`src/rtl/mcdf_pkg.sv`:
```
// Shared types and constants for the MCDF arbiter: FSM states, channel count
// and the packet-length code decode.
package mcdf_pkg;

  localparam int CH_NUM = 3;
  localparam int LEN_W  = 6;

  typedef enum logic [1:0] {
    ST_IDLE = 2'd0,
    ST_REQ  = 2'd1,
    ST_XFER = 2'd2
  } state_e;

  localparam logic [2:0] LEN_CODE_4  = 3'd0;
  localparam logic [2:0] LEN_CODE_8  = 3'd1;
  localparam logic [2:0] LEN_CODE_16 = 3'd2;

  // Codes 3..7 all collapse to the 32-word maximum packet.
  function automatic logic [LEN_W-1:0] len_decode(input logic [2:0] code);
    logic [LEN_W-1:0] words;
    case (code)
      LEN_CODE_4:  words = 6'd4;
      LEN_CODE_8:  words = 6'd8;
      LEN_CODE_16: words = 6'd16;
      default:     words = 6'd32;
    endcase
    return words;
  endfunction

endpackage

```
`src/rtl/mcdf_arbiter_if.sv`:
```
// Slave-FIFO and formatter signal bundle for the MCDF arbiter; the master
// modport is the arbiter side, the slave modport is the FIFO/formatter side.
interface mcdf_arbiter_if #(
  parameter int DATA_WIDTH = 32,
  parameter int CNT_WIDTH  = 6
);

  logic [mcdf_pkg::CH_NUM-1:0]                 slv_en;
  logic [mcdf_pkg::CH_NUM-1:0][1:0]            slv_prio;
  logic [mcdf_pkg::CH_NUM-1:0][2:0]            slv_len;
  logic [mcdf_pkg::CH_NUM-1:0]                 slv_req;
  logic [mcdf_pkg::CH_NUM-1:0]                 slv_val;
  logic [mcdf_pkg::CH_NUM-1:0][DATA_WIDTH-1:0] slv_data;
  logic [mcdf_pkg::CH_NUM-1:0]                 slv_ack;

  logic                  fmt_req;
  logic [1:0]            fmt_id;
  logic [CNT_WIDTH-1:0]  fmt_length;
  logic                  fmt_grant;
  logic                  fmt_rdy;
  logic                  fmt_val;
  logic [DATA_WIDTH-1:0] fmt_data;
  logic                  fmt_start;
  logic                  fmt_end;

  modport master (
    input  slv_en, slv_prio, slv_len, slv_req, slv_val, slv_data,
    input  fmt_grant, fmt_rdy,
    output slv_ack, fmt_req, fmt_id, fmt_length, fmt_val, fmt_data,
    output fmt_start, fmt_end
  );

  modport slave (
    output slv_en, slv_prio, slv_len, slv_req, slv_val, slv_data,
    output fmt_grant, fmt_rdy,
    input  slv_ack, fmt_req, fmt_id, fmt_length, fmt_val, fmt_data,
    input  fmt_start, fmt_end
  );

endinterface

```
`src/rtl/mcdf_prio_rr_pick.sv`:
```
// Combinational winner selection: lowest priority value wins, ties broken
// round-robin starting from the channel after the last winner.
module mcdf_prio_rr_pick
  import mcdf_pkg::*;
(
  input  logic [CH_NUM-1:0]      i_elig,
  input  logic [CH_NUM-1:0][1:0] i_prio,
  input  logic [1:0]             i_rr_last,
  output logic [1:0]             o_win_id,
  output logic                   o_win_valid
);

  logic [1:0] w_idx;
  logic [1:0] w_best_prio;
  logic [1:0] w_win_id;
  logic       w_win_valid;

  // Strict less-than keeps the earliest channel in search order on a tie.
  always_comb begin
    w_win_id    = 2'd0;
    w_win_valid = 1'b0;
    w_best_prio = 2'd3;
    w_idx       = (i_rr_last >= 2'd2) ? 2'd0 : i_rr_last + 2'd1;
    for (int i = 0; i < CH_NUM; i++) begin
      if (i_elig[w_idx] && (!w_win_valid || (i_prio[w_idx] < w_best_prio))) begin
        w_win_id    = w_idx;
        w_win_valid = 1'b1;
        w_best_prio = i_prio[w_idx];
      end else begin
        w_win_id    = w_win_id;
      end
      w_idx = (w_idx >= 2'd2) ? 2'd0 : w_idx + 2'd1;
    end
  end

  assign o_win_id    = w_win_id;
  assign o_win_valid = w_win_valid;

endmodule

```
`src/rtl/mcdf_arbiter.sv`:
```
// MCDF arbiter: picks one slave channel per packet, handshakes with the
// formatter, then streams the packet words under formatter backpressure.
module mcdf_arbiter
  import mcdf_pkg::*;
#(
  parameter int DATA_WIDTH = 32,
  parameter int CNT_WIDTH  = 6
) (
  input  logic          clk,
  input  logic          rst_n,
  mcdf_arbiter_if.master bus
);

  state_e                r_state;
  state_e                w_next;
  logic [1:0]            r_win_id;
  logic [1:0]            r_rr_last;
  logic [CNT_WIDTH-1:0]  r_len;
  logic [CNT_WIDTH-1:0]  r_cnt;

  logic [CH_NUM-1:0]     w_elig;
  logic [1:0]            w_pick_id;
  logic                  w_pick_valid;
  logic [CNT_WIDTH-1:0]  w_pick_len;
  logic                  w_sel_val;
  logic [DATA_WIDTH-1:0] w_sel_data;
  logic                  w_xfer;
  logic [CH_NUM-1:0]     w_ack;
  logic                  w_req;
  logic                  w_val;
  logic                  w_start;
  logic                  w_end;
  logic [DATA_WIDTH-1:0] w_data;

  assign w_elig     = bus.slv_en & bus.slv_req;
  assign w_pick_len = CNT_WIDTH'(len_decode(bus.slv_len[w_pick_id]));

  mcdf_prio_rr_pick u_pick (
    .i_elig      (w_elig),
    .i_prio      (bus.slv_prio),
    .i_rr_last   (r_rr_last),
    .o_win_id    (w_pick_id),
    .o_win_valid (w_pick_valid)
  );

  // Head word of the locked channel.
  always_comb begin
    case (r_win_id)
      2'd0:    begin w_sel_val = bus.slv_val[0]; w_sel_data = bus.slv_data[0]; end
      2'd1:    begin w_sel_val = bus.slv_val[1]; w_sel_data = bus.slv_data[1]; end
      2'd2:    begin w_sel_val = bus.slv_val[2]; w_sel_data = bus.slv_data[2]; end
      default: begin w_sel_val = 1'b0;           w_sel_data = '0;              end
    endcase
  end

  assign w_xfer = (r_state == ST_XFER) && bus.fmt_rdy && w_sel_val;

  // Next state and all handshake/datapath outputs.
  always_comb begin
    w_next  = r_state;
    w_req   = 1'b0;
    w_val   = 1'b0;
    w_start = 1'b0;
    w_end   = 1'b0;
    w_data  = '0;
    w_ack   = 3'b000;
    case (r_state)
      ST_IDLE: begin
        if (w_pick_valid) begin
          w_next = ST_REQ;
        end else begin
          w_next = ST_IDLE;
        end
      end
      ST_REQ: begin
        w_req = 1'b1;
        if (bus.fmt_grant) begin
          w_next = ST_XFER;
        end else begin
          w_next = ST_REQ;
        end
      end
      ST_XFER: begin
        w_val   = w_sel_val;
        w_data  = w_sel_data;
        w_start = w_sel_val && (r_cnt == r_len);
        w_end   = w_sel_val && (r_cnt == CNT_WIDTH'(1));
        if (w_xfer) begin
          case (r_win_id)
            2'd0:    w_ack = 3'b001;
            2'd1:    w_ack = 3'b010;
            2'd2:    w_ack = 3'b100;
            default: w_ack = 3'b000;
          endcase
        end else begin
          w_ack = 3'b000;
        end
        if (w_xfer && (r_cnt == CNT_WIDTH'(1))) begin
          w_next = ST_IDLE;
        end else begin
          w_next = ST_XFER;
        end
      end
      default: w_next = ST_IDLE;
    endcase
  end

  // State, packet lock registers and word counter.
  always_ff @(posedge clk or negedge rst_n) begin
    if (!rst_n) begin
      r_state   <= ST_IDLE;
      r_win_id  <= 2'd0;
      r_rr_last <= 2'd2;
      r_len     <= '0;
      r_cnt     <= '0;
    end else begin
      r_state <= w_next;
      if ((r_state == ST_IDLE) && w_pick_valid) begin
        r_win_id <= w_pick_id;
        r_len    <= w_pick_len;
        r_cnt    <= w_pick_len;
      end else if (w_xfer) begin
        r_cnt <= r_cnt - CNT_WIDTH'(1);
        if (r_cnt == CNT_WIDTH'(1)) begin
          r_rr_last <= r_win_id;
        end
      end
    end
  end

  assign bus.fmt_req    = w_req;
  assign bus.fmt_id     = r_win_id;
  assign bus.fmt_length = r_len;
  assign bus.fmt_val    = w_val;
  assign bus.fmt_data   = w_data;
  assign bus.fmt_start  = w_start;
  assign bus.fmt_end    = w_end;
  assign bus.slv_ack    = w_ack;

endmodule

```
`src/flat_wrapper.sv`:
```
// flat-port wrapper written by rule: the top's interface ports become plain ports
module mcdf_arbiter_flat import mcdf_pkg::*;
#(
  parameter int DATA_WIDTH = 32,
  parameter int CNT_WIDTH  = 6
)
  (clk, rst_n, bus_slv_en, bus_slv_prio, bus_slv_len, bus_slv_req, bus_slv_val, bus_slv_data, bus_fmt_grant, bus_fmt_rdy, bus_slv_ack, bus_fmt_req, bus_fmt_id, bus_fmt_length, bus_fmt_val, bus_fmt_data, bus_fmt_start, bus_fmt_end);
  mcdf_arbiter_if #(.DATA_WIDTH(DATA_WIDTH), .CNT_WIDTH(CNT_WIDTH)) bus_i ();
  input  logic clk;
  input  logic rst_n;
  input wire logic [$bits(bus_i.slv_en)-1:0] bus_slv_en;
  input wire logic [$bits(bus_i.slv_prio)-1:0] bus_slv_prio;
  input wire logic [$bits(bus_i.slv_len)-1:0] bus_slv_len;
  input wire logic [$bits(bus_i.slv_req)-1:0] bus_slv_req;
  input wire logic [$bits(bus_i.slv_val)-1:0] bus_slv_val;
  input wire logic [$bits(bus_i.slv_data)-1:0] bus_slv_data;
  input wire logic [$bits(bus_i.fmt_grant)-1:0] bus_fmt_grant;
  input wire logic [$bits(bus_i.fmt_rdy)-1:0] bus_fmt_rdy;
  output wire logic [$bits(bus_i.slv_ack)-1:0] bus_slv_ack;
  output wire logic [$bits(bus_i.fmt_req)-1:0] bus_fmt_req;
  output wire logic [$bits(bus_i.fmt_id)-1:0] bus_fmt_id;
  output wire logic [$bits(bus_i.fmt_length)-1:0] bus_fmt_length;
  output wire logic [$bits(bus_i.fmt_val)-1:0] bus_fmt_val;
  output wire logic [$bits(bus_i.fmt_data)-1:0] bus_fmt_data;
  output wire logic [$bits(bus_i.fmt_start)-1:0] bus_fmt_start;
  output wire logic [$bits(bus_i.fmt_end)-1:0] bus_fmt_end;
  assign bus_i.slv_en = bus_slv_en;
  assign bus_i.slv_prio = bus_slv_prio;
  assign bus_i.slv_len = bus_slv_len;
  assign bus_i.slv_req = bus_slv_req;
  assign bus_i.slv_val = bus_slv_val;
  assign bus_i.slv_data = bus_slv_data;
  assign bus_i.fmt_grant = bus_fmt_grant;
  assign bus_i.fmt_rdy = bus_fmt_rdy;
  assign bus_slv_ack = bus_i.slv_ack;
  assign bus_fmt_req = bus_i.fmt_req;
  assign bus_fmt_id = bus_i.fmt_id;
  assign bus_fmt_length = bus_i.fmt_length;
  assign bus_fmt_val = bus_i.fmt_val;
  assign bus_fmt_data = bus_i.fmt_data;
  assign bus_fmt_start = bus_i.fmt_start;
  assign bus_fmt_end = bus_i.fmt_end;
  mcdf_arbiter #(.DATA_WIDTH(DATA_WIDTH), .CNT_WIDTH(CNT_WIDTH)) u_core (.clk(clk), .rst_n(rst_n), .bus(bus_i));
endmodule
```
`config.mk`:
```
export PLATFORM = sky130hd
export DESIGN_NAME = mcdf_arbiter_flat
export DESIGN_NICKNAME = d
export VERILOG_FILES = /design/src/rtl/mcdf_pkg.sv /design/src/rtl/mcdf_arbiter_if.sv /design/src/rtl/mcdf_prio_rr_pick.sv /design/src/rtl/mcdf_arbiter.sv /design/src/flat_wrapper.sv
export SDC_FILE = /design/constraint.sdc
export NUM_CORES = 1
export LEC_CHECK = 0
export BUFFER_PORTS_ARGS = -buffer_cell sky130_fd_sc_hd__buf_2
export CAP_MARGIN = 20
export CELL_PAD_IN_SITES_DETAIL_PLACEMENT = 1
export CELL_PAD_IN_SITES_GLOBAL_PLACEMENT = 1
export CORE_ASPECT_RATIO = 1.2
export CORE_MARGIN = 3
export CORE_UTILIZATION = 30
export CTS_BUF_LIST = sky130_fd_sc_hd__clkbuf_4 sky130_fd_sc_hd__clkbuf_8
export CTS_CLUSTER_SIZE = 16
export DETAILED_ROUTE_END_ITERATION = 12
export PLACE_DENSITY = 0.95
export SLEW_MARGIN = 20
export SYNTH_ARGS = -nofsm -noshare
export SYNTH_HDL_FRONTEND = slang
export SYNTH_HIERARCHICAL = 1
export SYNTH_SLANG_ARGS = --single-unit
```
`constraint.sdc`:
```
create_clock -name clk -period 12.85 [get_ports clk]
set_input_delay 0.6425 -clock clk [delete_from_list [all_inputs] [get_ports clk]]
set_output_delay 0.6425 -clock clk [all_outputs]
set_load 0.01 [all_outputs]
```
### After elaboration in Yosys (flattened, before gate mapping)

Cells that the tools add are included.

| storage, ports and cells | value |
|---|---|
| logic and storage cells | 87 |
| output and inout bits | 47 |
| bits of input ports | 124 |
| register bits after elaboration | 18 |

| operators by class | value |
|---|---|
| eq/ne operators | 8 |
| mux-type cells | 42 |
| $add $sub $neg | 4 |
| bitwise gates (word level) | 2 |
| order comparisons | 9 |
| reduce and logical (&&, ||, !) cells | 17 |

Operators by type and width:

| operator | count |
|---|---|
| 32-bit one-hot mux with 3 select lines | 1 |
| 32-bit two-way mux | 1 |
| 2-bit two-way mux | 13 |
| 6-bit one-hot mux with 3 select lines | 1 |
| 2-bit binary-select mux with 2-bit select | 3 |
| 2-bit by 3-bit < comparator with 1-bit output (second input constant) | 4 |
| 6-bit two-way mux | 2 |
| 1-bit two-way mux | 11 |
| 3-bit two-way mux | 3 |
| 3-bit one-hot mux with 3 select lines | 1 |
| 1-bit logical AND | 8 |
| 2-bit by 1-bit adder with 2-bit output (second input constant) | 3 |
| 1-bit binary-select mux with 2-bit select | 3 |
| 3-bit binary-select mux with 2-bit select | 1 |
| 6-bit by 1-bit equality test with 1-bit output (second input constant) | 1 |
| 6-bit equality test | 1 |
| 2-bit >= comparator (second input constant) | 3 |
| 2-bit one-hot mux with 3 select lines | 1 |
| 6-bit by 1-bit subtractor with 6-bit output (second input constant) | 1 |
| 2-bit by 1-bit equality test with 1-bit output (second input constant) | 2 |
| 2-bit equality test (second input constant) | 2 |
| 2-bit logical NOT | 2 |
| 2-bit < comparator | 2 |
| 3-bit bitwise AND | 1 |
| other kinds (9) | 11 |

### Logic depth before layout (Yosys ltp)

| depth | value |
|---|---|
| depth in word-level cells | 19 |
| gate-level depth with buffers | 21 |

### Modules after synthesis

Netlist, hierarchy kept.

By module, submodules not included:

| module | area each (sq um) | times used | cells an instance |
|---|---|---|---|
| mcdf_arbiter | 1,795.5 | 1 | 252 |
| mcdf_prio_rr_pick | 576.8 | 1 | 77 |

### Least setup slack after synthesis

OpenSTA, ideal clock, no wires.

| path | value |
|---|---|
| path kind | input -> register |
| start point | input bus_slv_en[1] |
| end point | register u_core.r_cnt[5] |
| stages on the path | 21 |
| path buffers | 2 |
| path slack | 8,214 ps |
| arrival | 4,510 ps |
| data required time | 12,724 ps |
| library setup time | 126 ps |
| cell sequence | and2_1 clkbuf_1 mux2_2 mux2i_1 a21oi_1 ha_1 nand4_2 a21oi_2 mux2_1 ha_1 nor2_1 a21oi_1 o21ai_0 o21bai_1 o22ai_2 clkbuf_1 mux2i_1 o2bb2ai_1 a221oi_1 nor2_1 a311o_1 |

| between the ends | value |
|---|---|
| cells in the longest elaborated chain, start to end | 17 |
| elaborated cells between the ends (all ways) | 32 |

Ends and longest elaborated chain:

| what | line | source |
|---|---|---|
| start, declared | flat_wrapper.sv:11 | `input wire logic [$bits(bus_i.slv_en)-1:0] bus_slv_en;` |
| 3-bit bitwise AND * | mcdf_arbiter.sv:35 | `assign w_elig = bus.slv_en & bus.slv_req;` |
| 1-bit binary-select mux with 2-bit select | mcdf_prio_rr_pick.sv:25 | `if (i_elig[w_idx] && (!w_win_valid \|\| (i_prio[w_idx] < w_best_prio))) begin` |
| 1-bit two-way mux (not written as such) | mcdf_prio_rr_pick.sv:25 |  |
| 2-bit two-way mux / 1-bit two-way mux (equally long branches) | mcdf_prio_rr_pick.sv:25 |  |
| 2-bit < comparator / 1-bit logical NOT (equally long branches) | mcdf_prio_rr_pick.sv:25 |  |
| 1-bit logical OR | mcdf_prio_rr_pick.sv:25 |  |
| 1-bit logical AND | mcdf_prio_rr_pick.sv:25 |  |
| 2-bit two-way mux / 1-bit two-way mux (equally long branches) | mcdf_prio_rr_pick.sv:25 |  |
| [... 2 more ...] | -- |  |
| 1-bit logical AND | mcdf_prio_rr_pick.sv:25 |  |
| 2-bit two-way mux * | mcdf_prio_rr_pick.sv:25 |  |
| named net u_core.w_pick_id[1] | mcdf_arbiter.sv:22 | `logic [1:0] w_pick_id;` |
| 3-bit binary-select mux with 2-bit select * | mcdf_arbiter.sv:36 | `assign w_pick_len = CNT_WIDTH'(len_decode(bus.slv_len[w_pick_id]));` |
| 3-bit two-way mux (not written as such) * | mcdf_arbiter.sv:36 |  |
| 3-bit by 2-bit equality test with 1-bit output (tied with other cells) | mcdf_pkg.sv:21 | `case (code)` |
| 6-bit one-hot mux with 3 select lines * | mcdf_pkg.sv:21 |  |
| 6-bit two-way mux * | mcdf_arbiter.sv:118 | `if ((r_state == ST_IDLE) && w_pick_valid) begin` |
| end signal, assigned | mcdf_arbiter.sv:121 | `r_cnt <= w_pick_len;` |
| end signal, assigned | mcdf_arbiter.sv:123 | `r_cnt <= r_cnt - CNT_WIDTH'(1);` |
| end, declared | mcdf_arbiter.sv:19 | `logic [CNT_WIDTH-1:0] r_cnt;` |

The timed path passes the listed nets; every way through them passes the cells marked *. The select of a mux whose other input is x is not followed.
A chain may end at the register's enable or synchronous reset.

### Worst setup path after layout

| path | value |
|---|---|
| start point | register u_core.r_rr_last[0] |
| end point | register u_core.r_cnt[5] |

| between the ends | value |
|---|---|
| cells in the longest elaborated chain, start to end | 19 |
| elaborated cells between the ends (all ways) | 46 |

Ends and longest elaborated chain:

| what | line | source |
|---|---|---|
| start, declared | mcdf_arbiter.sv:17 | `logic [1:0] r_rr_last;` |
| start signal, assigned | mcdf_arbiter.sv:125 | `r_rr_last <= r_win_id;` |
| 2-bit by 1-bit adder with 2-bit output / 2-bit >= comparator (equally long branches) | mcdf_prio_rr_pick.sv:23 | `w_idx = (i_rr_last >= 2'd2) ? 2'd0 : i_rr_last + 2'd1;` |
| 2-bit two-way mux * | mcdf_prio_rr_pick.sv:23 |  |
| 2-bit by 1-bit adder with 2-bit output / 2-bit >= comparator (equally long branches) | mcdf_prio_rr_pick.sv:32 | `w_idx = (w_idx >= 2'd2) ? 2'd0 : w_idx + 2'd1;` |
| 2-bit two-way mux | mcdf_prio_rr_pick.sv:32 |  |
| 2-bit binary-select mux with 2-bit select | mcdf_prio_rr_pick.sv:25, mcdf_prio_rr_pick.sv:28 |  |
| 2-bit two-way mux (not written as such) | mcdf_prio_rr_pick.sv:25, mcdf_prio_rr_pick.sv:28 |  |
| 2-bit < comparator | mcdf_prio_rr_pick.sv:25 |  |
| 1-bit logical OR | mcdf_prio_rr_pick.sv:25 |  |
| [... 4 more ...] | -- |  |
| 1-bit logical AND | mcdf_prio_rr_pick.sv:25 |  |
| 2-bit two-way mux * | mcdf_prio_rr_pick.sv:25 |  |
| named net u_core.w_pick_id[1] | mcdf_arbiter.sv:22 |  |
| 3-bit binary-select mux with 2-bit select * | mcdf_arbiter.sv:36 |  |
| 3-bit two-way mux (not written as such) * | mcdf_arbiter.sv:36 |  |
| 3-bit by 2-bit equality test with 1-bit output (tied with other cells) | mcdf_pkg.sv:21 |  |
| 6-bit one-hot mux with 3 select lines * | mcdf_pkg.sv:21 |  |
| 6-bit two-way mux * | mcdf_arbiter.sv:118 |  |

Marked as above.

==> qor.txt <==
Syn Area/Cell: 7.21 um^2
Post-Place Setup Slack: 7.70 ns
Pwr per Cell Area: 165 nW/um^2
First-pass GRT wire length: 16,200 um
CP Cell Sequence: mux2_2 > mux2i_1 > a21oi_1 > ha_1 > nand4_2 > a21oi_2 > mux2_1 > ha_1 > nor2_1 > a21oi_1 > o21ai_0 > o21bai_1 > o22ai_2 > mux2i_1 > o2bb2ai_1 > a221oi_1 > nor2_1 > a311o_1
Initial antenna violation count: 3
Top sig layer: met4
Total clock sinks: 16
RSZ-0062 raised after global routing: no
Max-cap viol count: 0
Gate power share: 0.737
Vias in the first global route: 3,238
Tcrit/Tclk final: 0.400
Crit start category: flip-flop
Final WL: 10,600 um
Required @ worst endpoint: 12.98 ns
Critical path endpoint category: flip-flop
Final Skew: 0.00498 ns
Iter 0 DRT Violations: 155
Worst slew pin tran: 0.905 ns
Final setup fails: 0
Die Y: 103 um
Layout area overhead: 39.3%
Initial Utilization: 0.319
Post-CTS setup buffer count: 0
Worst-path clk slew: 0.06 ns
Port buffer count: 168
Met1 WL: 3780 um
Share of layout cells above drive strength 1: 0.395
Drt wl/cell: 18.4 um
Crit Path Max Fanout: 22
Status: completed
Fmax: 194 MHz
Max-slew violations: 0
Mapped Area: 2370 um^2
Root buf cell: clkbuf_8
Syn Inst Count: 329
Routed vias/inst: 5.37
Die X: 87.2 um
Hold Fails Final Rpt: 0
Largest net degree at the start of global routing: 41
P_int: 260 uW
Non-filler cells in the finished layout: 575
Setup CP Type: flip-flop to flip-flop
Post-synth ARST share: 1.00
Post_cts resized: 0
DRT antenna net count: 0
Core Rows: 34
Seq/Total Area, Yosys: 0.169
Routed wl met2: 5440 um
Fillers: 1,002
Met3 Wirelength: 1020 um
Setup Total Neg Slack: 0 ns
Peak VDD IR: 0.0544 mV
Clock network power share: 0.081
Slowest-stage cell, CP: dfrtp_1
Net Sw Frac: 0.522
Reg2reg path depth: 18
Reg2reg setup slack: 7.71 ns
Post-CTS Hold Fix Bufs: 0
Slowest stage delay, CP: 0.85 ns
Final HPWL DP: 8760 um
Worst endpoint data arrival time: 5.28 ns
Worst setup margin: 7.71 ns
DRC viols: 0
Static Leak: 1.71 nW
Htree depth: 1
Hold WC Path Type: primary input to async pin
Final GP Congestion: 0.888
Slew headroom: 0.396
Total core area: 7440 um^2
Cts bufs inserted: 3
Count of cell types in the netlist: 65
Reg power frac: 0.182
Worst skew pair latency: 0.25 ns
Ys flop type: dfrtp_1
Sw Pwr: 285 uW
Nets: 611
Vias: 3,087
TritonCTS clock tree: built
Seq cells post-synth: 16
Post-Place Cells: 567
Total GRT Usage: 0.230
Pre-antenna DRT Iters: 4
Min Tclk post-route: 5.14 ns
Max Root-Sink Buffers: 2
FF-to-FF End: u_core/r_cnt[5]
Global route overflow: 0
Final Power: 545 uW
Die ar.: 9010 um^2
Reg2reg start: u_core/r_rr_last[0]
I/O pin count: 171
Synth Warn #: 6
Post-synth EDFFs: 0
## routing by layer
layer,up-vias,track usage
met5,-,0
met4,0,0.0885
met3,20,0.0475
met2,147,0.422
met1,1460,0.259
li1,1460,-
## cell usage after synthesis, types with 2 or more instances
cell,number,area share
buf_1,5,0.0079
clkbuf_1,9,0.014
nand3b_1,3,0.0095
and3b_1,2,0.0074
nor3_1,3,0.0063
buf_2,5,0.011
ha_1,5,0.026
a21o_1,2,0.0063
mux2i_1,43,0.18
mux2_1,4,0.019
nor2b_1,6,0.016
a22o_1,2,0.0074
o2bb2ai_1,3,0.011
a21oi_1,39,0.082
dfrtp_1,15,0.16
nand3_1,6,0.013
xor2_1,6,0.022
o21ai_0,9,0.019
a2111oi_0,2,0.0074
nor3b_1,4,0.013
nor2_1,73,0.12
and2_1,4,0.011
nand2_1,23,0.036
or3_1,3,0.0079
buf_4,4,0.013
inv_1,10,0.016
## cells in the final DEF, fill, tap and decap left out, drive strengths merged, types with 2 or more instances in the layout
cell type / instances
a22o: 2
nand3b: 3
mux2: 6
ha: 5
a21oi: 40
o21ai: 10
nand2: 24
mux2i: 43
xor2: 6
o22ai: 2
a21o: 2
nand3: 6
inv: 11
and3b: 2
nor2: 73
nand4: 2
and2: 4
buf: 171
diode: 4
nor3: 3
nor2b: 6
a2111oi: 2
o2bb2ai: 4
a211oi: 2
nor3b: 4
clkbuf: 4
or4: 2
dfrtp: 15
conb: 2
or3: 4
## logic make-up after synthesis
kind of cell    after synthesis  share of synthesized area
other cells                   1                    0.00158
buf+inv                      35                     0.0675
xor+xnor                      7                     0.0258
simple gates                141                      0.288
mux                          49                      0.211
flops                        16                      0.169
fa+ha+maj                     5                     0.0264
compound gates               75                      0.210
## worst max-delay path by stage
stage	from	endpoint	slack, ns	depth (start not counted)
global placement	bus_slv_en[1]	u_core/r_cnt[5]	7.96	20
CTS	u_core/r_rr_last[0]	u_core/r_cnt[5]	7.71	18
global route	u_core/r_rr_last[0]	u_core/r_cnt[5]	7.30	18
finish	u_core/r_rr_last[0]	u_core/r_cnt[5]	7.71	18
detailed placement	bus_slv_en[1]	u_core/r_cnt[5]	7.70	20
floorplan	bus_slv_en[1]	u_core/r_cnt[5]	8.21	21
## final cells by class
class	count	area, um^2	area share
multi-input combinational	279	1820	0.551
inverter	11	41.3	0.0125
sequential	16	403	0.122
antenna	4	10.0	0.00303
timing repair buffer	171	863	0.261
tap	90	113	0.0341
clock buffer	4	55.1	0.0167
## critical path: cells and delay by family (launching register included)
kind | cells | cell delay, ns
AND/OR/NAND/NOR | 3 | 0.30
multiplexers | 4 | 1.22
AO/OA/AOI/OAI | 9 | 2.07
flip-flops | 1 | 0.85
adder cells (fa/ha/maj) | 2 | 0.57
## power groups by stage
stage | registers, mW | clock network, mW | logic (mW)
after floorplan | 0.0952 | 0 | 0.279
after global placement | 0.0970 | 0 | 0.384
after detailed placement | 0.0996 | 0 | 0.402
after CTS | 0.0988 | 0.0449 | 0.405
after global routing | 0.103 | 0.0472 | 0.446
final | 0.0992 | 0.0440 | 0.402
## stage by stage
step                cell area [um^2]   util  hold slack (ns)
floorplan                       2380      -            0.347
global placement                3240  0.435            0.521
detailed placement              3240  0.435            0.538
CTS                             3290  0.442            0.308
global route                    3300  0.444            0.318
finish                          3300  0.444            0.302
## registers in the layout, indices dropped and copies added, names as in the netlist
| register | flops |
|---|---|
| u_core/r_state | 2 |
| u_core/bus.fmt_id | 2 |
| u_core/bus.fmt_length | 4 |
| u_core/r_rr_last | 2 |
| u_core/r_cnt | 6 |
(Power assumes the default switching activity.)
